**src/rtl/imm_pkg.sv**
```systemverilog
// Shared opcode and immediate-format definitions for the decode-stage
// immediate generator and its future compressed-expansion sibling.
package imm_pkg;

  localparam logic [6:0] OPC_OP_IMM   = 7'b0010011;
  localparam logic [6:0] OPC_LOAD     = 7'b0000011;
  localparam logic [6:0] OPC_JALR     = 7'b1100111;
  localparam logic [6:0] OPC_STORE    = 7'b0100011;
  localparam logic [6:0] OPC_BRANCH   = 7'b1100011;
  localparam logic [6:0] OPC_LUI      = 7'b0110111;
  localparam logic [6:0] OPC_AUIPC    = 7'b0010111;
  localparam logic [6:0] OPC_JAL      = 7'b1101111;
  localparam logic [6:0] OPC_SYSTEM   = 7'b1110011;
  localparam logic [6:0] OPC_OP       = 7'b0110011;
  localparam logic [6:0] OPC_FENCE    = 7'b0001111;
  localparam logic [6:0] OPC_OP_IMM32 = 7'b0011011;
  localparam logic [6:0] OPC_OP32     = 7'b0111011;

  typedef enum logic [2:0] {
    IMM_NONE = 3'd0,
    IMM_I    = 3'd1,
    IMM_S    = 3'd2,
    IMM_B    = 3'd3,
    IMM_U    = 3'd4,
    IMM_J    = 3'd5,
    IMM_Z    = 3'd6
  } imm_type_e;

endpackage

```
**src/rtl/imm_decode.sv**
```systemverilog
// Combinational immediate decoder: raw 32-bit instruction in, XLEN-wide
// immediate, format code and unknown-opcode flag out.
module imm_decode
  import imm_pkg::*;
#(
  parameter int XLEN = 32
) (
  input  logic [31:0]     i_instr,
  output logic [XLEN-1:0] o_imm,
  output imm_type_e       o_type,
  output logic            o_illegal
);

  logic [6:0]  w_opc;
  logic [31:0] w_imm32;

  assign w_opc = i_instr[6:0];

  always_comb begin
    w_imm32   = '0;
    o_type    = IMM_NONE;
    o_illegal = 1'b0;
    case (w_opc)
      OPC_OP_IMM, OPC_LOAD, OPC_JALR: begin
        w_imm32 = {{20{i_instr[31]}}, i_instr[31:20]};
        o_type  = IMM_I;
      end
      OPC_OP_IMM32: begin
        if (XLEN == 64) begin
          w_imm32 = {{20{i_instr[31]}}, i_instr[31:20]};
          o_type  = IMM_I;
        end else begin
          o_illegal = 1'b1;
        end
      end
      OPC_STORE: begin
        w_imm32 = {{20{i_instr[31]}}, i_instr[31:25], i_instr[11:7]};
        o_type  = IMM_S;
      end
      OPC_BRANCH: begin
        w_imm32 = {{20{i_instr[31]}}, i_instr[7], i_instr[30:25], i_instr[11:8], 1'b0};
        o_type  = IMM_B;
      end
      OPC_LUI, OPC_AUIPC: begin
        w_imm32 = {i_instr[31:12], 12'b0};
        o_type  = IMM_U;
      end
      OPC_JAL: begin
        w_imm32 = {{12{i_instr[31]}}, i_instr[19:12], i_instr[20], i_instr[30:21], 1'b0};
        o_type  = IMM_J;
      end
      OPC_SYSTEM: begin
        // funct3[2] selects the immediate CSR forms; zimm is unsigned
        if (i_instr[14]) begin
          w_imm32 = {27'b0, i_instr[19:15]};
          o_type  = IMM_Z;
        end
      end
      OPC_OP, OPC_FENCE: ;
      OPC_OP32: o_illegal = (XLEN != 64);
      default:  o_illegal = 1'b1;
    endcase
  end

  // Z leaves bit 31 clear, so a uniform sign-extension is safe for all formats
  always_comb begin
    o_imm       = {XLEN{w_imm32[31]}};
    o_imm[31:0] = w_imm32;
  end

endmodule

```
**src/rtl/imm_gen_pipe.sv**
```systemverilog
// Decode-stage immediate generator: combinational decode registered behind a
// valid/ready handshake with a two-entry (output + skid) buffer.
module imm_gen_pipe
  import imm_pkg::*;
#(
  parameter int XLEN  = 32,
  parameter int TAG_W = 32
) (
  input  logic             clk,
  input  logic             rst_n,
  input  logic             flush,
  input  logic             in_valid,
  output logic             in_ready,
  input  logic [31:0]      instr_in,
  input  logic [TAG_W-1:0] tag_in,
  output logic             out_valid,
  input  logic             out_ready,
  output logic [XLEN-1:0]  imm_out,
  output logic [2:0]       imm_type,
  output logic             imm_illegal,
  output logic [TAG_W-1:0] tag_out
);

  generate
    if (XLEN != 32 && XLEN != 64) begin : g_bad_xlen
      $error("imm_gen_pipe: XLEN must be 32 or 64");
    end
  endgenerate

  logic [XLEN-1:0]  w_imm;
  imm_type_e        w_type;
  logic             w_ill;
  logic             w_in_xfer;
  logic             w_out_free;

  logic             r_in_ready;
  logic             r_out_valid;
  logic [XLEN-1:0]  r_out_imm;
  logic [2:0]       r_out_type;
  logic             r_out_ill;
  logic [TAG_W-1:0] r_out_tag;
  logic             r_skid_valid;
  logic [XLEN-1:0]  r_skid_imm;
  logic [2:0]       r_skid_type;
  logic             r_skid_ill;
  logic [TAG_W-1:0] r_skid_tag;

  imm_decode #(.XLEN(XLEN)) u_dec (
    .i_instr   (instr_in),
    .o_imm     (w_imm),
    .o_type    (w_type),
    .o_illegal (w_ill)
  );

  assign w_in_xfer  = in_valid & r_in_ready;
  assign w_out_free = ~r_out_valid | out_ready;

  // r_in_ready always mirrors ~r_skid_valid, kept as its own flop so the
  // upstream ready path starts at a register
  always_ff @(posedge clk or negedge rst_n) begin
    if (!rst_n) begin
      r_in_ready   <= 1'b1;
      r_out_valid  <= 1'b0;
      r_out_imm    <= '0;
      r_out_type   <= '0;
      r_out_ill    <= 1'b0;
      r_out_tag    <= '0;
      r_skid_valid <= 1'b0;
      r_skid_imm   <= '0;
      r_skid_type  <= '0;
      r_skid_ill   <= 1'b0;
      r_skid_tag   <= '0;
    end else if (flush) begin
      r_out_valid  <= 1'b0;
      r_skid_valid <= 1'b0;
      r_in_ready   <= 1'b1;
    end else if (w_out_free) begin
      if (r_skid_valid) begin
        r_out_valid  <= 1'b1;
        r_out_imm    <= r_skid_imm;
        r_out_type   <= r_skid_type;
        r_out_ill    <= r_skid_ill;
        r_out_tag    <= r_skid_tag;
        r_skid_valid <= 1'b0;
        r_in_ready   <= 1'b1;
      end else begin
        r_out_valid <= w_in_xfer;
        if (w_in_xfer) begin
          r_out_imm  <= w_imm;
          r_out_type <= w_type;
          r_out_ill  <= w_ill;
          r_out_tag  <= tag_in;
        end
      end
    end else if (w_in_xfer) begin
      r_skid_valid <= 1'b1;
      r_skid_imm   <= w_imm;
      r_skid_type  <= w_type;
      r_skid_ill   <= w_ill;
      r_skid_tag   <= tag_in;
      r_in_ready   <= 1'b0;
    end
  end

  assign in_ready    = r_in_ready;
  assign out_valid   = r_out_valid;
  assign imm_out     = r_out_imm;
  assign imm_type    = r_out_type;
  assign imm_illegal = r_out_ill;
  assign tag_out     = r_out_tag;

endmodule
```
**config.mk**
```make
export PLATFORM = sky130hd
export DESIGN_NAME = imm_gen_pipe
export DESIGN_NICKNAME = d
export VERILOG_FILES = /design/src/rtl/imm_pkg.sv /design/src/rtl/imm_decode.sv /design/src/rtl/imm_gen_pipe.sv
export SDC_FILE = /design/constraint.sdc
export NUM_CORES = 1
export LEC_CHECK = 0
export BUFFER_PORTS_ARGS = -buffer_cell sky130_fd_sc_hd__buf_2
export CORE_MARGIN = 2
export CORE_UTILIZATION = 56
export CTS_BUF_LIST = sky130_fd_sc_hd__clkbuf_8
export CTS_CLUSTER_SIZE = 8
export DETAILED_ROUTE_END_ITERATION = 6
export PLACE_DENSITY = 0.93
export SYNTH_ARGS = -nofsm -noshare
export SYNTH_HDL_FRONTEND = slang
export SYNTH_SLANG_ARGS = --single-unit
```
**constraint.sdc**
```tcl
create_clock -name clk -period 2.2 [get_ports clk]
set_input_delay 0.33 -clock clk [delete_from_list [all_inputs] [get_ports clk]]
set_output_delay 0.33 -clock clk [all_outputs]
set_load 0.01 [all_outputs]
```
; ---- Word-level counts from Yosys, hierarchy flattened
; Cells that the tools add are included.
[op_classes]
n_mux = 23
eq_ne = 12
reduce_logical = 9
bitwise_logic = 5
[ops]
columns = cell, count
row1 = $pmux W32 S6, 1
row2 = $mux W32, 4
row3 = $eq A7 B7 Y1 const B, 4
row4 = $eq A7 B6 Y1 const B, 3
row5 = $pmux W3 S6, 1
row6 = $eq A7 B5 Y1 const B, 2
row7 = $mux W1, 13
row8 = $reduce_or A11 Y1, 1
row9 = $mux W3, 3
row10 = $eq A7 B2 Y1 const B, 1
row11 = $eq A7 B4 Y1 const B, 1
row12 = $reduce_and A3 Y1, 2
row13 = $mux W5, 1
row14 = $reduce_bool A2 Y1, 2
row15 = $ne A3 B2 Y1 const B, 1
row16 = $not A1 Y1, 3
row17 = $reduce_bool A3 Y1, 1
row18 = $reduce_or A3 Y1, 1
row19 = $reduce_and A2 Y1, 1
row20 = $reduce_or A2 Y1, 1
row21 = $and A1 B1 Y1, 1
row22 = $or A1 B1 Y1, 1
[totals]
wordCells = 60
regBits = 139
in_bits = 69
out_inout_bits = 70

; ---- Longest topological paths before layout
; Gate-level depths: netlist of run 1.
[depth]
word_depth = 5
mapped_depth = 8
depth_no_buf = 4

; ---- By module
; Synthesis of run 1 repeated with hierarchy kept, for this count alone.
[hier_totals]
hier_cells = 468
area_unflattened_um2 = 6667.6
[modules_own_cells]
columns = mod, n_inst, seq_area_each_um2, area_each_um2, cells_per_inst
row1 = imm_gen_pipe, 1, 3479.6, 6048.3, 376
row2 = imm_decode, 1, 0.0, 619.3, 92

; ---- Least setup slack after synthesis of run 1
; No wires, ideal clock.
[synth_path]
path_type = reg2reg
start = register r_in_ready, in the netlist in_ready
end = register r_out_imm[12], in the netlist imm_out[12]
n_path_buf = 1
required_ps = 2059
arrival_time_ps = 1667
path_slack_ps = 392
synth_period_minus_slack_ps = 1808
stages_incl_launch_ff = 6
cell_sequence = dfstp_2 a21oi_2 or3_1 buf_2 nor4_4 a211oi_1
[synth_via]
elab_chain_cells = 3
[synth_rtl]
columns = element, line
row1 = start: declaration, imm_gen_pipe.sv:36  ; logic r_in_ready;
row2 = start signal: assignment, imm_gen_pipe.sv:62  ; r_in_ready <= 1'b1;
row3 = start signal: assignment, imm_gen_pipe.sv:76  ; r_in_ready <= 1'b1;
row4 = start signal: assignment, imm_gen_pipe.sv:85  ; r_in_ready <= 1'b1;
row5 = $and A1 B1 Y1, imm_gen_pipe.sv:55  ; assign w_in_xfer = in_valid & r_in_ready;
row6 = $reduce_bool A2 Y1 (no line), n/a
row7 = $reduce_and A3 Y1 (no line), n/a
row8 = end signal: assignment, imm_gen_pipe.sv:80  ; r_out_imm <= r_skid_imm;
row9 = end signal: assignment, imm_gen_pipe.sv:89  ; r_out_imm <= w_imm;
row10 = end: declaration, imm_gen_pipe.sv:38  ; logic [XLEN-1:0] r_out_imm;
; No other way between the ends.
; A chain may end at the register's enable or synchronous reset.

; ---- Worst setup path in the final report of run 1
[layout_path]
start = register r_in_ready, in the netlist in_ready
end = register r_out_imm[13], in the netlist imm_out[13]
; Same word-level chain as after synthesis.

==> results.ini, run 1 <==
[outcome]
outcome = finished clean

[logic_synthesis]
synth-edff-count = 0
ys_seq_elements = 139
yosysTopAreaCell = dfrtp_1
yosysWarnings = 0
yosysTopAreaCellShare_pct = 55.2
synth_area_leaders = dfrtp_1, nand2_1, mux2i_1
syn_area_per_cell_um2 = 9.55
ys.flop_type = dfrtp_1
synthesis.nets = 724
netlist_area_mm2 = 0.00625
async_reset_ff_share_pct = 100
ys_types = 47
synth_cells = 655
yosysSeqAreaShare_pct = 55.7

[setup_path]
r2r-end = imm_out[13]
crit_type = flop to flop
cp_num_buf_inv = 1
worstPathArrival_ps = 2330
path_cells = a21oi_2, or3_2, nor4_4, buf_4, a211oi_1
end_kind = flop
critPathLaunchType = flop
crit_end = imm_out[13]
reg2reg_depth = 5
cp_slowest_stage_delay_ps = 630
r2r_slack_ps = 190
r2r-start = in_ready
cp_top_family = simple AND/OR/NAND/NOR gates
critPathLaunch = in_ready
cp_slowest_cell = or3_2
cp.depth = 5
path_max_fanout = 11
required_ps = 2520

[routing]
wl_per_cell_um = 17.0
drt_wl_total_mm = 16.0
drc = 0
num_vias = 5499
first_iter_violations = 584
vias_per_cell = 5.81
dr.pass1.iters = 5
postRouteAntennaNets = 0

[finish]
areaGrowthSynthToFinish_pct = 21.1
design_area_mm2 = 0.00757
n_fill_cell = 843
instances_no_fill = 946
seq_area_mm2 = 0.00348
layout_commonest_cell = nand2_1
nets = 861
layout_common_cells = nand2_1, dfrtp_1, buf_2
drive_gt1_share_pct = 26.3
multi_input_area_mm2 = 0.00256
final_util_pct = 69.5

[placement]
hpwl_mm = 11.2
dp_slack_ps = 114
gp_congestion = 0.909
placed_area_mm2 = 0.00716
port_buffers = 138
dp_cells = 911

[floorplanning]
dieArea_mm2 = 0.0120
die_w_um = 110
core_mm2 = 0.0109
num_rows = 38
start_util_pct = 57.4
die_h_um = 110
ios = 139

[clocking]
cts_resized = 0
clockBufferDepth = 2
path_clk_slew_ps = 80
cts-htree-levels = 4
cts_tree = yes
clk_latency_ps = 450
clockRootBuffer = clkbuf_8
cts_buffers = 17
cts_sinks = 139

[global_routing]
grt_util_all_layers_pct = 27.8
grt_overflow = 0
grt_pass1_wl_mm = 25.4
grt_start_max_net_pins = 82
grt_pass1_vias = 5258
grt_antenna_before_repair = 0

[power]
finalPower_mw = 6.42
clockPowerShare_pct = 31.9
leakagePower_nw = 3.52
p_int_mw = 4.50
seqPwrFrac_pct = 50.4
comb_power_share_pct = 17.7
irDropWorstVdd_mv = 0.419
p_switching_mw = 1.92
power.density_mw_per_mm2 = 848
switching_share_pct = 29.9

[sta]
fin_setup_tns_ps = 0
fin_crit_sh_pct = 91.4
setup_violations = 0
tightest_slew_ps = 870
setup_slack_ps = 190
slew_viol_final = 0
grt_setup_unrepaired = false
finClkSkew_ps = 8.15
min_period_ps = 2010
slew_headroom_pct = 41.7
hold_slack_ps = 86.8
hold_violations = 0
fmax_mhz = 497

[job]
drv_cap = 0

[hold_path]
hp-class = input pin to flop

## cells by family (layout without fill, tap and decap cells)
kind of cell           after synthesis  in the layout  share of synthesized area, %
AO/OA/AOI/OAI                      158            158                          16.3
buffers and inverters               50            200                          3.46
flip-flops                         139            139                          55.7
multiplexers                        32             32                          5.12
other                                0              1                             0
AND/OR/NAND/NOR                    276            276                          19.5
## power by group through the flow
stage | logic (mW) | registers, mW | clock network [mW]
floorplan | 0.508 | 3.33 | 0
global placement | 1.09 | 3.25 | 0
detailed placement | 1.14 | 3.27 | 0
CTS | 1.15 | 3.22 | 2.08
global route | 1.28 | 3.27 | 2.20
finish | 1.14 | 3.23 | 2.05
## worst min-delay path by stage
stage                          start        endpoint  slack (ps)  cells after the start
after detailed placement       rst_n      tag_out[1]         290                      1
after floorplan                rst_n     imm_illegal          30                      0
after global placement         rst_n      tag_out[1]         290                      1
after global routing      tag_in[29]  r_skid_tag[29]          80                      3
final                     tag_in[27]  r_skid_tag[27]          90                      3
after CTS                 tag_in[27]  r_skid_tag[27]          60                      3
## synth_stat cells (all sizes together), types with 2 or more instances
| cell | n |
|---|---|
| o32ai | 3 |
| or3 | 2 |
| a21oi | 33 |
| a31oi | 11 |
| nand3 | 4 |
| nor2b | 2 |
| o211ai | 20 |
| nand2b | 3 |
| or3b | 2 |
| a222oi | 5 |
| buf | 19 |
| o21a | 2 |
| o21ai | 52 |
| nor4 | 13 |
| o22ai | 7 |
| nand4b | 4 |
| a211oi | 9 |
| nor3 | 15 |
| mux2i | 32 |
| o21bai | 11 |
| nor2 | 34 |
| clkbuf | 29 |
| nand2 | 192 |
| dfrtp | 138 |
## metal layers
| metal | vias up | share of wire, % | track usage (%) | routed length (um) |
|---|---|---|---|---|
| li1 | 2561 | - | - | - |
| met3 | 40 | 8.2 | 6.22 | 1310 |
| met5 | - | 0 | 0 | 0 |
| met1 | 2635 | 42 | 36.9 | 6700 |
| met2 | 263 | 48 | 45.0 | 7650 |
| met4 | 0 | 2.4 | 10.2 | 382 |
## worst reg2reg max path: cells and delay by family (launching register included)
family | cells | cell delay, ps
and+or+nand+nor | 2 | 940
DFF | 1 | 560
AOI/OAI and AO/OA | 2 | 190
buffers and inverters | 1 | 190
## registers in the layout, summed over array words and instances, names as in the netlist
| signal | flops |
|---|---|
| imm_out | 32 |
| r_skid_imm | 32 |
| r_skid_tag | 32 |
| tag_out | 32 |
| imm_type | 3 |
| r_skid_type | 3 |
| imm_illegal | 1 |
| in_ready | 1 |
| out_valid | 1 |
| r_skid_ill | 1 |
| r_skid_valid | 1 |
## repair_timing
item                                    CTS  global route
setup buffers                             0             1
hold buffers                              1             0
endpoints found under the setup margin    0             1
endpoints found under the hold margin    46             0
## layout make-up
cell class / count / share of cell area [%]
clock buffers: 18 / 3.27
well taps: 140 / 2.31
multi-input cells: 466 / 33.9
diodes: 1 / 0.0331
clock inverters: 14 / 1.92
repair buffers: 166 / 12.5
inverters: 2 / 0.0992
flip-flops and latches: 139 / 46.0
Note: power is estimated with default switching activity, not from simulation.
==> run 2, diff against run 1 <==
--- a/config.mk
+++ b/config.mk
@@ -6,12 +6,14 @@
 export NUM_CORES = 1
 export LEC_CHECK = 0
 export BUFFER_PORTS_ARGS = -buffer_cell sky130_fd_sc_hd__buf_2
+export CELL_PAD_IN_SITES_DETAIL_PLACEMENT = 0
+export CELL_PAD_IN_SITES_GLOBAL_PLACEMENT = 1
 export CORE_MARGIN = 2
-export CORE_UTILIZATION = 56
+export CORE_UTILIZATION = 43
 export CTS_BUF_LIST = sky130_fd_sc_hd__clkbuf_8
 export CTS_CLUSTER_SIZE = 8
 export DETAILED_ROUTE_END_ITERATION = 6
-export PLACE_DENSITY = 0.93
+export PLACE_DENSITY = 0.94
 export SYNTH_ARGS = -nofsm -noshare
 export SYNTH_HDL_FRONTEND = slang
 export SYNTH_SLANG_ARGS = --single-unit
==> results.ini, run 2 (synthesis gave the netlist of run 1 again) <==
[clocking]
cts_buffers = 17  ; unchanged
cts_tree = yes
clockRootBuffer = clkbuf_8
cts_sinks = 139  ; unchanged
clk_latency_ps = 450  ; about the same
cts-htree-levels = 4  ; unchanged
clockBufferDepth = 2  ; unchanged
path_clk_slew_ps = 70  ; about the same

[placement]
hpwl_mm = 11.3  ; +1.3%
port_buffers = 138  ; unchanged
gp_congestion = 0.861  ; -5.3%

[power]
irDropWorstVdd_mv = 0.432  ; +2.9%
power.density_mw_per_mm2 = 828  ; -2.3%
finalPower_mw = 6.30  ; -1.8%
leakagePower_nw = 3.53  ; +0.27%

[routing]
drt_wl_total_mm = 16.4  ; +2.3%
vias_per_cell = 5.41  ; -7.0%
first_iter_violations = 440  ; -25%
wl_per_cell_um = 16.5  ; -2.4%
dr.pass1.iters = 5  ; unchanged
drc = 0  ; unchanged
num_vias = 5364  ; -2.5%
postRouteAntennaNets = 0  ; unchanged

[finish]
areaGrowthSynthToFinish_pct = 21.7
n_fill_cell = 1314  ; +56%
drive_gt1_share_pct = 26.4  ; +0.059 points
seq_area_mm2 = 0.00348  ; unchanged
layout_commonest_cell = nand2_1
multi_input_area_mm2 = 0.00256  ; unchanged
layout_common_cells = nand2_1, dfrtp_1, buf_2
nets = 863  ; +0.23%

[global_routing]
grt_overflow = 0  ; unchanged
grt_pass1_vias = 5138  ; -2.3%
grt_antenna_before_repair = 0  ; unchanged
grt_pass1_wl_mm = 26.9  ; +5.8%
grt_start_max_net_pins = 52  ; -37%
grt_util_all_layers_pct = 21.7  ; -6.1 points

[sta]
fmax_mhz = 523  ; +5.2%
slew_viol_final = 0  ; unchanged
hold_violations = 0  ; unchanged
grt_setup_unrepaired = false
fin_setup_tns_ps = 0  ; unchanged
finClkSkew_ps = 9.60  ; +1.45 ps
setup_violations = 0  ; unchanged
slew_headroom_pct = 40.1  ; -1.6 points
min_period_ps = 1910  ; -98.9 ps
tightest_slew_ps = 895  ; +24.6 ps
fin_crit_sh_pct = 86.9  ; -4.5 points

[setup_path]
path_max_fanout = 8  ; -3
critPathLaunchType = flop
crit_type = flop to flop
path_cells = a21oi_2, or3_2, nor4_4, buf_4, a211oi_1
cp_num_buf_inv = 1  ; unchanged
cp.depth = 5  ; unchanged
cp_slowest_cell = or3_2
cp_slowest_stage_delay_ps = 570  ; -60 ps
reg2reg_depth = 5  ; unchanged
required_ps = 2530  ; about the same
end_kind = flop
worstPathArrival_ps = 2240  ; -90 ps
cp_top_family = simple AND/OR/NAND/NOR gates

[floorplanning]
dieArea_mm2 = 0.0155  ; +29%
die_h_um = 125  ; +14%
core_mm2 = 0.0144  ; +32%
die_w_um = 125  ; +14%
start_util_pct = 43.5  ; -14 points
ios = 139  ; unchanged
num_rows = 44  ; +16%

[hold_path]
hold_depth = 3  ; unchanged
hp-class = input pin to flop

[outcome]
outcome = finished clean

[job]
drv_cap = 0  ; unchanged

## run 2: worst reg2reg max path, cell delays in order, from the launching register on
cell	delay (ps)
dfstp_2	560
a21oi_2	90
or3_2	570
nor4_4	280
buf_4	210
a211oi_1	80
## run 2: final timing paths
path | start | slack (ps) | end
setup / recovery | in_ready | 290 | imm_out[14]
hold / removal | tag_in[5] | 90 | r_skid_tag[5]
setup reg to reg | in_ready | 290 | imm_out[14]
hold reg to reg | imm_type[1] | 470 | imm_type[1]
max in group asynchronous | rst_n | 1080 | r_skid_imm[12]
min in group asynchronous | rst_n | 400 | tag_out[19]
## run 2: through the flow
step	instance area [um2]	instances	hold WS, ps	setup WS, ps	util, %
floorplan	6250	655	34.4	392	-
global placement	7220	958	307	177	50.3
detailed placement	7220	958	311	172	50.3
CTS	7610	991	66.6	280	53.0
global route	7610	991	75.6	148	53.0
finish	7610	992	90.7	289	53.0
## run 2: cell type report
| type | count | area share [%] |
|---|---|---|
| Sequential cell | 139 | 45.7 |
| Tap cell | 184 | 3.02 |
| Inverter | 2 | 0.0986 |
| Timing Repair Buffer | 168 | 12.5 |
| Clock buffer | 22 | 3.98 |
| Multi-Input combinational cell | 466 | 33.7 |
| Clock inverter | 10 | 0.970 |
| Antenna cell | 1 | 0.0329 |
## run 2: where the power goes
part           switching [mW]  internal (mW)
sequential              0.233           2.98
clock                   0.937           1.02
combinational           0.657          0.471
total                    1.83           4.48
## run 2: repair_timing
action	in CTS	in global routing
gates resized for setup	0	0
hold buffers	1	0
buffers inserted	0	0
endpoints found under the hold margin	47	0
## run 2: metal layers
layer | share of wire (%) | vias to the layer above | GRT usage [%] | wire (um)
li1 | - | 2558 | - | -
met1 | 46 | 2557 | 30.7 | 7510
met2 | 45 | 231 | 32.9 | 7440
met3 | 7.5 | 18 | 5.93 | 1230
met4 | 1.4 | 0 | 6.08 | 234
met5 | 0 | - | 0 | 0
